[src/rtl/day10_sched_pkg.sv]
// Shared types and width helpers for the Day 10 machine scheduler.
package day10_sched_pkg;

    typedef enum logic [1:0] {
        S_RUN,
        S_DRAIN,
        S_DONE
    } sched_state_t;

    typedef enum logic [1:0] {
        SL_IDLE,
        SL_START,
        SL_BUSY,
        SL_COOL
    } slot_state_t;

    // Index width for n slots; a single slot still needs one bit.
    function automatic int idx_width(input int n);
        return (n > 1) ? $clog2(n) : 1;
    endfunction

    localparam int DEFAULT_NUM_WORKERS = 4;
    localparam int SLOT_IDX_W          = idx_width(DEFAULT_NUM_WORKERS);

endpackage

[src/rtl/rr_arbiter.sv]
// Round-robin arbiter: grants the first requester at or after the pointer,
// then moves the pointer just past the winner when advanced.
module rr_arbiter
    import day10_sched_pkg::*;
#(
    parameter  int N     = 4,
    localparam int PTR_W = idx_width(N)
) (
    input  logic             clk,
    input  logic             rst_n,
    input  logic [N-1:0]     i_req,
    input  logic             i_advance,
    output logic [N-1:0]     o_grant,
    output logic [PTR_W-1:0] o_ptr
);

    logic [PTR_W-1:0] r_ptr;
    logic [PTR_W-1:0] w_winIdx;
    logic             w_found;
    int               w_j;

    // Scan requesters starting at the pointer, wrapping once around.
    always_comb begin
        o_grant  = '0;
        w_winIdx = '0;
        w_found  = 1'b0;
        w_j      = 0;
        for (int k = 0; k < N; k++) begin
            w_j = int'(r_ptr) + k;
            if (w_j >= N) begin
                w_j = w_j - N;
            end
            if (!w_found && i_req[w_j]) begin
                w_found     = 1'b1;
                o_grant[w_j] = 1'b1;
                w_winIdx    = PTR_W'(w_j);
            end
        end
    end

    // Pointer moves past the winner so it has lowest priority next time.
    always_ff @(posedge clk) begin
        if (!rst_n) begin
            r_ptr <= '0;
        end else if (i_advance && w_found) begin
            if (int'(w_winIdx) == N - 1) begin
                r_ptr <= '0;
            end else begin
                r_ptr <= w_winIdx + PTR_W'(1);
            end
        end
    end

    assign o_ptr = r_ptr;

endmodule

[src/rtl/machine_scheduler.sv]
// Dispatches machine descriptors across a worker array and accumulates
// each worker's minimum button-press count into a stream total.
module machine_scheduler
    import day10_sched_pkg::*;
#(
    parameter int NUM_WORKERS       = 4,
    parameter int MAX_NUM_PRESSES_W = 4,
    parameter int SUM_W             = 16,
    parameter int JOB_CNT_W         = 12
) (
    input  logic                                   clk,
    input  logic                                   rst_n,
    input  logic                                   job_valid,
    input  logic                                   job_last,
    output logic                                   job_ready,
    output logic [NUM_WORKERS-1:0]                 worker_load,
    output logic [NUM_WORKERS-1:0]                 worker_start,
    input  logic [NUM_WORKERS-1:0]                 worker_ready,
    input  logic [NUM_WORKERS*MAX_NUM_PRESSES_W-1:0] worker_presses,
    output logic [NUM_WORKERS-1:0]                 worker_accepted,
    input  logic                                   clear,
    output logic [SUM_W-1:0]                       total,
    output logic                                   done
);

    localparam int IDX_W = idx_width(NUM_WORKERS);

    sched_state_t r_state;
    sched_state_t w_stateNext;
    slot_state_t  r_slot     [NUM_WORKERS];
    slot_state_t  w_slotNext [NUM_WORKERS];

    logic [NUM_WORKERS-1:0]       r_start;
    logic [NUM_WORKERS-1:0]       r_accepted;
    logic [SUM_W-1:0]             r_total;
    logic [JOB_CNT_W-1:0]         r_issued;
    logic [JOB_CNT_W-1:0]         r_retired;

    logic [SUM_W-1:0]             w_totalNext;
    logic [JOB_CNT_W-1:0]         w_issuedNext;
    logic [JOB_CNT_W-1:0]         w_retiredNext;

    logic [NUM_WORKERS-1:0]       w_idle;
    logic [NUM_WORKERS-1:0]       w_busy;
    logic [NUM_WORKERS-1:0]       w_active;
    logic [NUM_WORKERS-1:0]       w_loadSel;
    logic                         w_seenIdle;
    logic                         w_fire;
    logic [NUM_WORKERS-1:0]       w_retireReq;
    logic [NUM_WORKERS-1:0]       w_retireGrant;
    logic                         w_retireAdvance;
    logic                         w_retire;
    logic [MAX_NUM_PRESSES_W-1:0] w_retirePresses;
    logic [IDX_W-1:0]             w_unusedRrPtr;

    // Decode per-slot state into idle/busy/in-flight masks.
    always_comb begin
        w_idle   = '0;
        w_busy   = '0;
        w_active = '0;
        for (int i = 0; i < NUM_WORKERS; i++) begin
            w_idle[i]   = (r_slot[i] == SL_IDLE);
            w_busy[i]   = (r_slot[i] == SL_BUSY);
            w_active[i] = (r_slot[i] == SL_START) || (r_slot[i] == SL_BUSY);
        end
    end

    // Lowest-index idle slot receives the next descriptor.
    always_comb begin
        w_loadSel  = '0;
        w_seenIdle = 1'b0;
        for (int i = 0; i < NUM_WORKERS; i++) begin
            if (!w_seenIdle && w_idle[i]) begin
                w_loadSel[i] = 1'b1;
                w_seenIdle   = 1'b1;
            end
        end
    end

    assign job_ready   = (r_state == S_RUN) && (|w_idle);
    assign w_fire      = job_valid && job_ready;
    assign worker_load = w_fire ? w_loadSel : '0;

    // A slot whose accept pulse is already out must not be granted again
    // while its worker's ready is still visible.
    assign w_retireReq     = w_busy & worker_ready & ~r_accepted;
    assign w_retireAdvance = |w_retireReq;

    rr_arbiter #(
        .N (NUM_WORKERS)
    ) u_retireArb (
        .clk       (clk),
        .rst_n     (rst_n),
        .i_req     (w_retireReq),
        .i_advance (w_retireAdvance),
        .o_grant   (w_retireGrant),
        .o_ptr     (w_unusedRrPtr)
    );

    // Select the press count of the slot whose accept pulse is out now.
    always_comb begin
        w_retirePresses = '0;
        for (int i = 0; i < NUM_WORKERS; i++) begin
            if (r_accepted[i]) begin
                w_retirePresses |= worker_presses[i*MAX_NUM_PRESSES_W +: MAX_NUM_PRESSES_W];
            end
        end
    end

    assign w_retire = |r_accepted;

    // Next-state for the global FSM, the slots, the total and the counters.
    always_comb begin
        w_stateNext   = r_state;
        w_totalNext   = r_total + (w_retire ? SUM_W'(w_retirePresses) : '0);
        w_issuedNext  = r_issued + JOB_CNT_W'(w_fire);
        w_retiredNext = r_retired + JOB_CNT_W'(w_retire);

        for (int i = 0; i < NUM_WORKERS; i++) begin
            w_slotNext[i] = r_slot[i];
            case (r_slot[i])
                SL_IDLE:  if (worker_load[i]) w_slotNext[i] = SL_START;
                SL_START: w_slotNext[i] = SL_BUSY;
                SL_BUSY:  if (r_accepted[i]) w_slotNext[i] = SL_COOL;
                SL_COOL:  w_slotNext[i] = SL_IDLE;
                default:  w_slotNext[i] = SL_IDLE;
            endcase
        end

        case (r_state)
            S_RUN: begin
                if (w_fire && job_last) begin
                    w_stateNext = S_DRAIN;
                end
            end
            S_DRAIN: begin
                if ((r_retired == r_issued) && !(|w_active)) begin
                    w_stateNext = S_DONE;
                end
            end
            S_DONE: begin
                if (clear) begin
                    w_stateNext   = S_RUN;
                    w_totalNext   = '0;
                    w_issuedNext  = '0;
                    w_retiredNext = '0;
                end
            end
            default: w_stateNext = S_RUN;
        endcase
    end

    // State, strobe and accumulator registers.
    always_ff @(posedge clk) begin
        if (!rst_n) begin
            r_state    <= S_RUN;
            r_start    <= '0;
            r_accepted <= '0;
            r_total    <= '0;
            r_issued   <= '0;
            r_retired  <= '0;
            for (int i = 0; i < NUM_WORKERS; i++) begin
                r_slot[i] <= SL_IDLE;
            end
        end else begin
            r_state    <= w_stateNext;
            r_start    <= worker_load;
            r_accepted <= w_retireGrant;
            r_total    <= w_totalNext;
            r_issued   <= w_issuedNext;
            r_retired  <= w_retiredNext;
            for (int i = 0; i < NUM_WORKERS; i++) begin
                r_slot[i] <= w_slotNext[i];
            end
        end
    end

    assign worker_start    = r_start;
    assign worker_accepted = r_accepted;
    assign total           = r_total;
    assign done            = (r_state == S_DONE);

endmodule

[config.mk]
export PLATFORM = sky130hd
export DESIGN_NAME = machine_scheduler
export DESIGN_NICKNAME = d
export VERILOG_FILES = /design/src/rtl/day10_sched_pkg.sv /design/src/rtl/rr_arbiter.sv /design/src/rtl/machine_scheduler.sv
export SDC_FILE = /design/constraint.sdc
export NUM_CORES = 1
export LEC_CHECK = 0
export BUFFER_PORTS_ARGS = -buffer_cell sky130_fd_sc_hd__buf_2
export CAP_MARGIN = 20
export CORE_ASPECT_RATIO = 0.75
export CORE_MARGIN = 1
export CORE_UTILIZATION = 43
export DETAILED_ROUTE_END_ITERATION = 16
export PLACE_DENSITY = 0.65
export SYNTH_ARGS = -nofsm -noshare
export SYNTH_HDL_FRONTEND = slang
export SYNTH_HIERARCHICAL = 1
export SYNTH_SLANG_ARGS = --single-unit
[constraint.sdc]
create_clock -name clk -period 6.1 [get_ports clk]
set_input_delay 0.61 -clock clk [delete_from_list [all_inputs] [get_ports clk]]
set_output_delay 0.61 -clock clk [all_outputs]
set_load 0.05 [all_outputs]
==> results.py <==
metrics = {
    "grt": {
        "grt_pass1_wl_um": 13370,
        "first_global_vias": 2865,
        "grt_max_degree": 35,
        "antenna_found_initial": 0,
        "overflow": 0,
        "track_usage": 0.1957,
    },
    "final_layout": {
        "fin_nets": 522,
        "fillerInstances": 750,
        "syn_to_final_growth_pct": 17.01,
        "multi_input_comb_area_sq_mm": 0.002291,
        "stdcell_area_sq_mm": 0.004303,
        "diodes": 0,
        "seq_area_sq_mm": 0.001201,
        "drive_gt1_frac": 0.1834,
    },
    "pwr": {
        "power.leakage_nw": 1.783,
        "vdd_drop_max_mv": 0.2444,
        "fin_total_pwr_mw": 1.414,
        "power.density_mw_per_mm2": 328.6,
    },
    "setup_path": {
        "worstSetupEndpointType": "flip-flop",
        "crit_family": "flip-flops",
        "crit_chain": "inv_1 > ha_1 > mux4_2 > a22oi_1 > nor2_1 > a221o_1 > and2_1",
        "critical_path_class": "reg -> reg",
        "cpPeakStageDelay_ns": 0.71,
        "required_ns": 6.31,
        "critPathMaxFanout": 16,
        "rrSetupSlack_ns": 3.16,
        "critPathBufInv": 1,
        "start_kind": "flip-flop",
        "cpMaxStageDelayCell": "dfxtp_1",
        "cp.arrival_ns": 3.16,
    },
    "logic_synthesis": {
        "synthArstFlopShare": 0,
        "synth_area_sq_mm": 0.003677,
        "synth_edf_count": 0,
        "synth_top_area_share": 0.3266,
        "syn_avg_cell_area_sq_um": 8.818,
        "synth-main-ff-cell": "dfxtp_1",
        "yosysUniqueCellTypes": 62,
        "netlist_top_cells_area": "dfxtp_1, ha_1, xnor2_1",
        "seq_area_frac_synth": 0.3266,
        "yosysWarningCount": 6,
        "syn_nets": 475,
        "yosys.area.top_type": "dfxtp_1",
        "syn-instance-count": 417,
        "ys_ff_latch": 60,
    },
    "sta": {
        "final_hold_viol_count": 0,
        "min_period_ns": 2.942,
        "rsz0062_at_grt": "false",
        "setup-tns-final_ns": 0,
        "period_share": 0.4823,
        "setup_viol": 0,
        "max_freq_mhz": 339.9,
        "setup_ws_ns": 3.158,
        "slew_headroom": 0.3917,
        "tightest_slew_ns": 0.9091,
        "slew_viol_final": 0,
        "skew_ns": 0.009319,
    },
    "drt": {
        "drt_iter0_markers": 134,
        "drtPass1Iterations": 4,
        "final_antenna_net_count": 0,
        "num_vias": 3177,
        "drc": 0,
        "wl_per_cell_um": 13.97,
        "routed_wl_um": 8021,
        "via_per_inst": 5.535,
    },
    "floorplan": {
        "die_x_um": 108.8,
        "rows": 28,
        "core_sq_mm": 0.008093,
        "pin_count": 55,
        "start_util": 0.4544,
        "die-area_sq_mm": 0.008929,
        "chipHeight_um": 82.09,
    },
    "job": {
        "maxCapViolCount": 0,
    },
    "clock_tree": {
        "clk_pin_slew_worst_paths_ns": 0.06,
        "cts_tree": "done",
        "clk_path_buf_depth": 2,
        "cts_setup_buffers": 0,
        "hold_buffers": 0,
        "root_buffer": "clkbuf_16",
        "post_cts_resized": 0,
        "htree_levels": 3,
        "clkLatencyLatePin_ns": 0.33,
        "numClockSinks": 60,
        "cts_inserted_buffers": 9,
    },
    "placed_design": {
        "io_buffers": 54,
        "placed_cell_area_sq_mm": 0.003980,
        "dp_worst_setup_slack_ns": 3.155,
        "place_congestion": 0.7980,
        "dp_hpwl_um": 5954,
    },
    "hold_path": {
        "hold_class": "reg -> reg",
    },
    "run_status": {
        "outcome": "completed",
    },
}
[worst reg2reg max path, cell delays in order (launching register included)]
cell and delay [ns]:
dfxtp_1 0.71, inv_1 0.29, ha_1 0.52, mux4_2 0.63, a22oi_1 0.22, nor2_1 0.06, a221o_1 0.25, and2_1 0.15
[synth_stat cells (4+ instances only)]
cell type,count
dfxtp_1,60
nor2_1,38
ha_1,32
xnor2_1,24
a21oi_1,23
inv_1,23
nand2_1,20
nor3_1,19
nand3_1,15
and2_1,14
a22oi_1,12
clkbuf_1,10
or4_1,10
nand4_1,9
o21ai_0,9
o31ai_1,8
or3_1,7
xor2_1,6
a211oi_1,4
a21o_1,4
a221o_1,4
buf_2,4
mux2i_1,4
nor4_1,4
[per-stage QoR]
step / hold slack, ns / util / std cells
global placement: 0.4554 / 0.4918 / 558
global route: 0.5188 / 0.5317 / 574
finish: 0.4922 / 0.5317 / 574
floorplan: 0.4709 / - / 417
detailed placement: 0.4881 / 0.4918 / 558
CTS: 0.4966 / 0.5317 / 574
[registers in the layout (all words and copies together), names as in the netlist]
register / count
r_issued: 12
r_retired: 12
r_slot: 8
r_state: 2
total: 16
u_retireArb/o_ptr: 2
worker_accepted: 4
worker_start: 4
[worst paths after layout]
check / endpoint / depth (start not counted) / start
setup / recovery: worker_accepted[1] / 7 / u_retireArb/o_ptr[0]
hold / removal: total[15] / 2 / total[15]
setup reg to reg: worker_accepted[1] / 7 / u_retireArb/o_ptr[0]
hold reg to reg: total[15] / 2 / total[15]
[logic make-up after synthesis]
| logic type | share of synthesized area |
|---|---|
| and+or+nand+nor | 0.2436 |
| AOI/OAI and AO/OA | 0.1613 |
| DFF | 0.3266 |
| buffers and inverters | 0.05036 |
| adders and majority gates | 0.1143 |
| xor gates and xnor gates | 0.07145 |
| muxes | 0.03232 |
[metal layers]
layer  GRT usage  vias up  wire (um)
met5           0        -          0
met4     0.06486        0        120
met3     0.05635       10        337
met2      0.3076       67       3526
met1      0.2576     1507       4036
li1            -     1593          -
[final cells by class]
cell class              count  area share
multi-input cells         316      0.5324
well taps                 105     0.03053
flip-flops and latches     60      0.2792
clock buffers              13     0.06514
repair buffers             54     0.06281
inverters                  23     0.02006
clock inverters             3    0.009887
[where the power goes]
group	internal (mW)	switching, mW
combinational	0.153	0.263
clock	0.359	0.172
sequential	0.428	0.0382
[layout by cell type, fill, tap and decap left out, drive strengths merged, types with 5 or more instances in the layout]
cell type / synthesis / layout
dfxtp: 60 / 60
buf: 7 / 54
nor2: 39 / 39
ha: 32 / 32
xnor2: 24 / 24
inv: 23 / 23
a21oi: 23 / 23
nand2: 20 / 20
nor3: 20 / 20
nand3: 15 / 15
and2: 14 / 14
a22oi: 13 / 13
clkbuf: 11 / 13
o21ai: 11 / 11
or4: 10 / 10
nand4: 9 / 9
o31ai: 8 / 8
or3: 7 / 7
xor2: 6 / 6
a211oi: 6 / 6
a21o: 5 / 5
(Power assumes the default switching activity.)
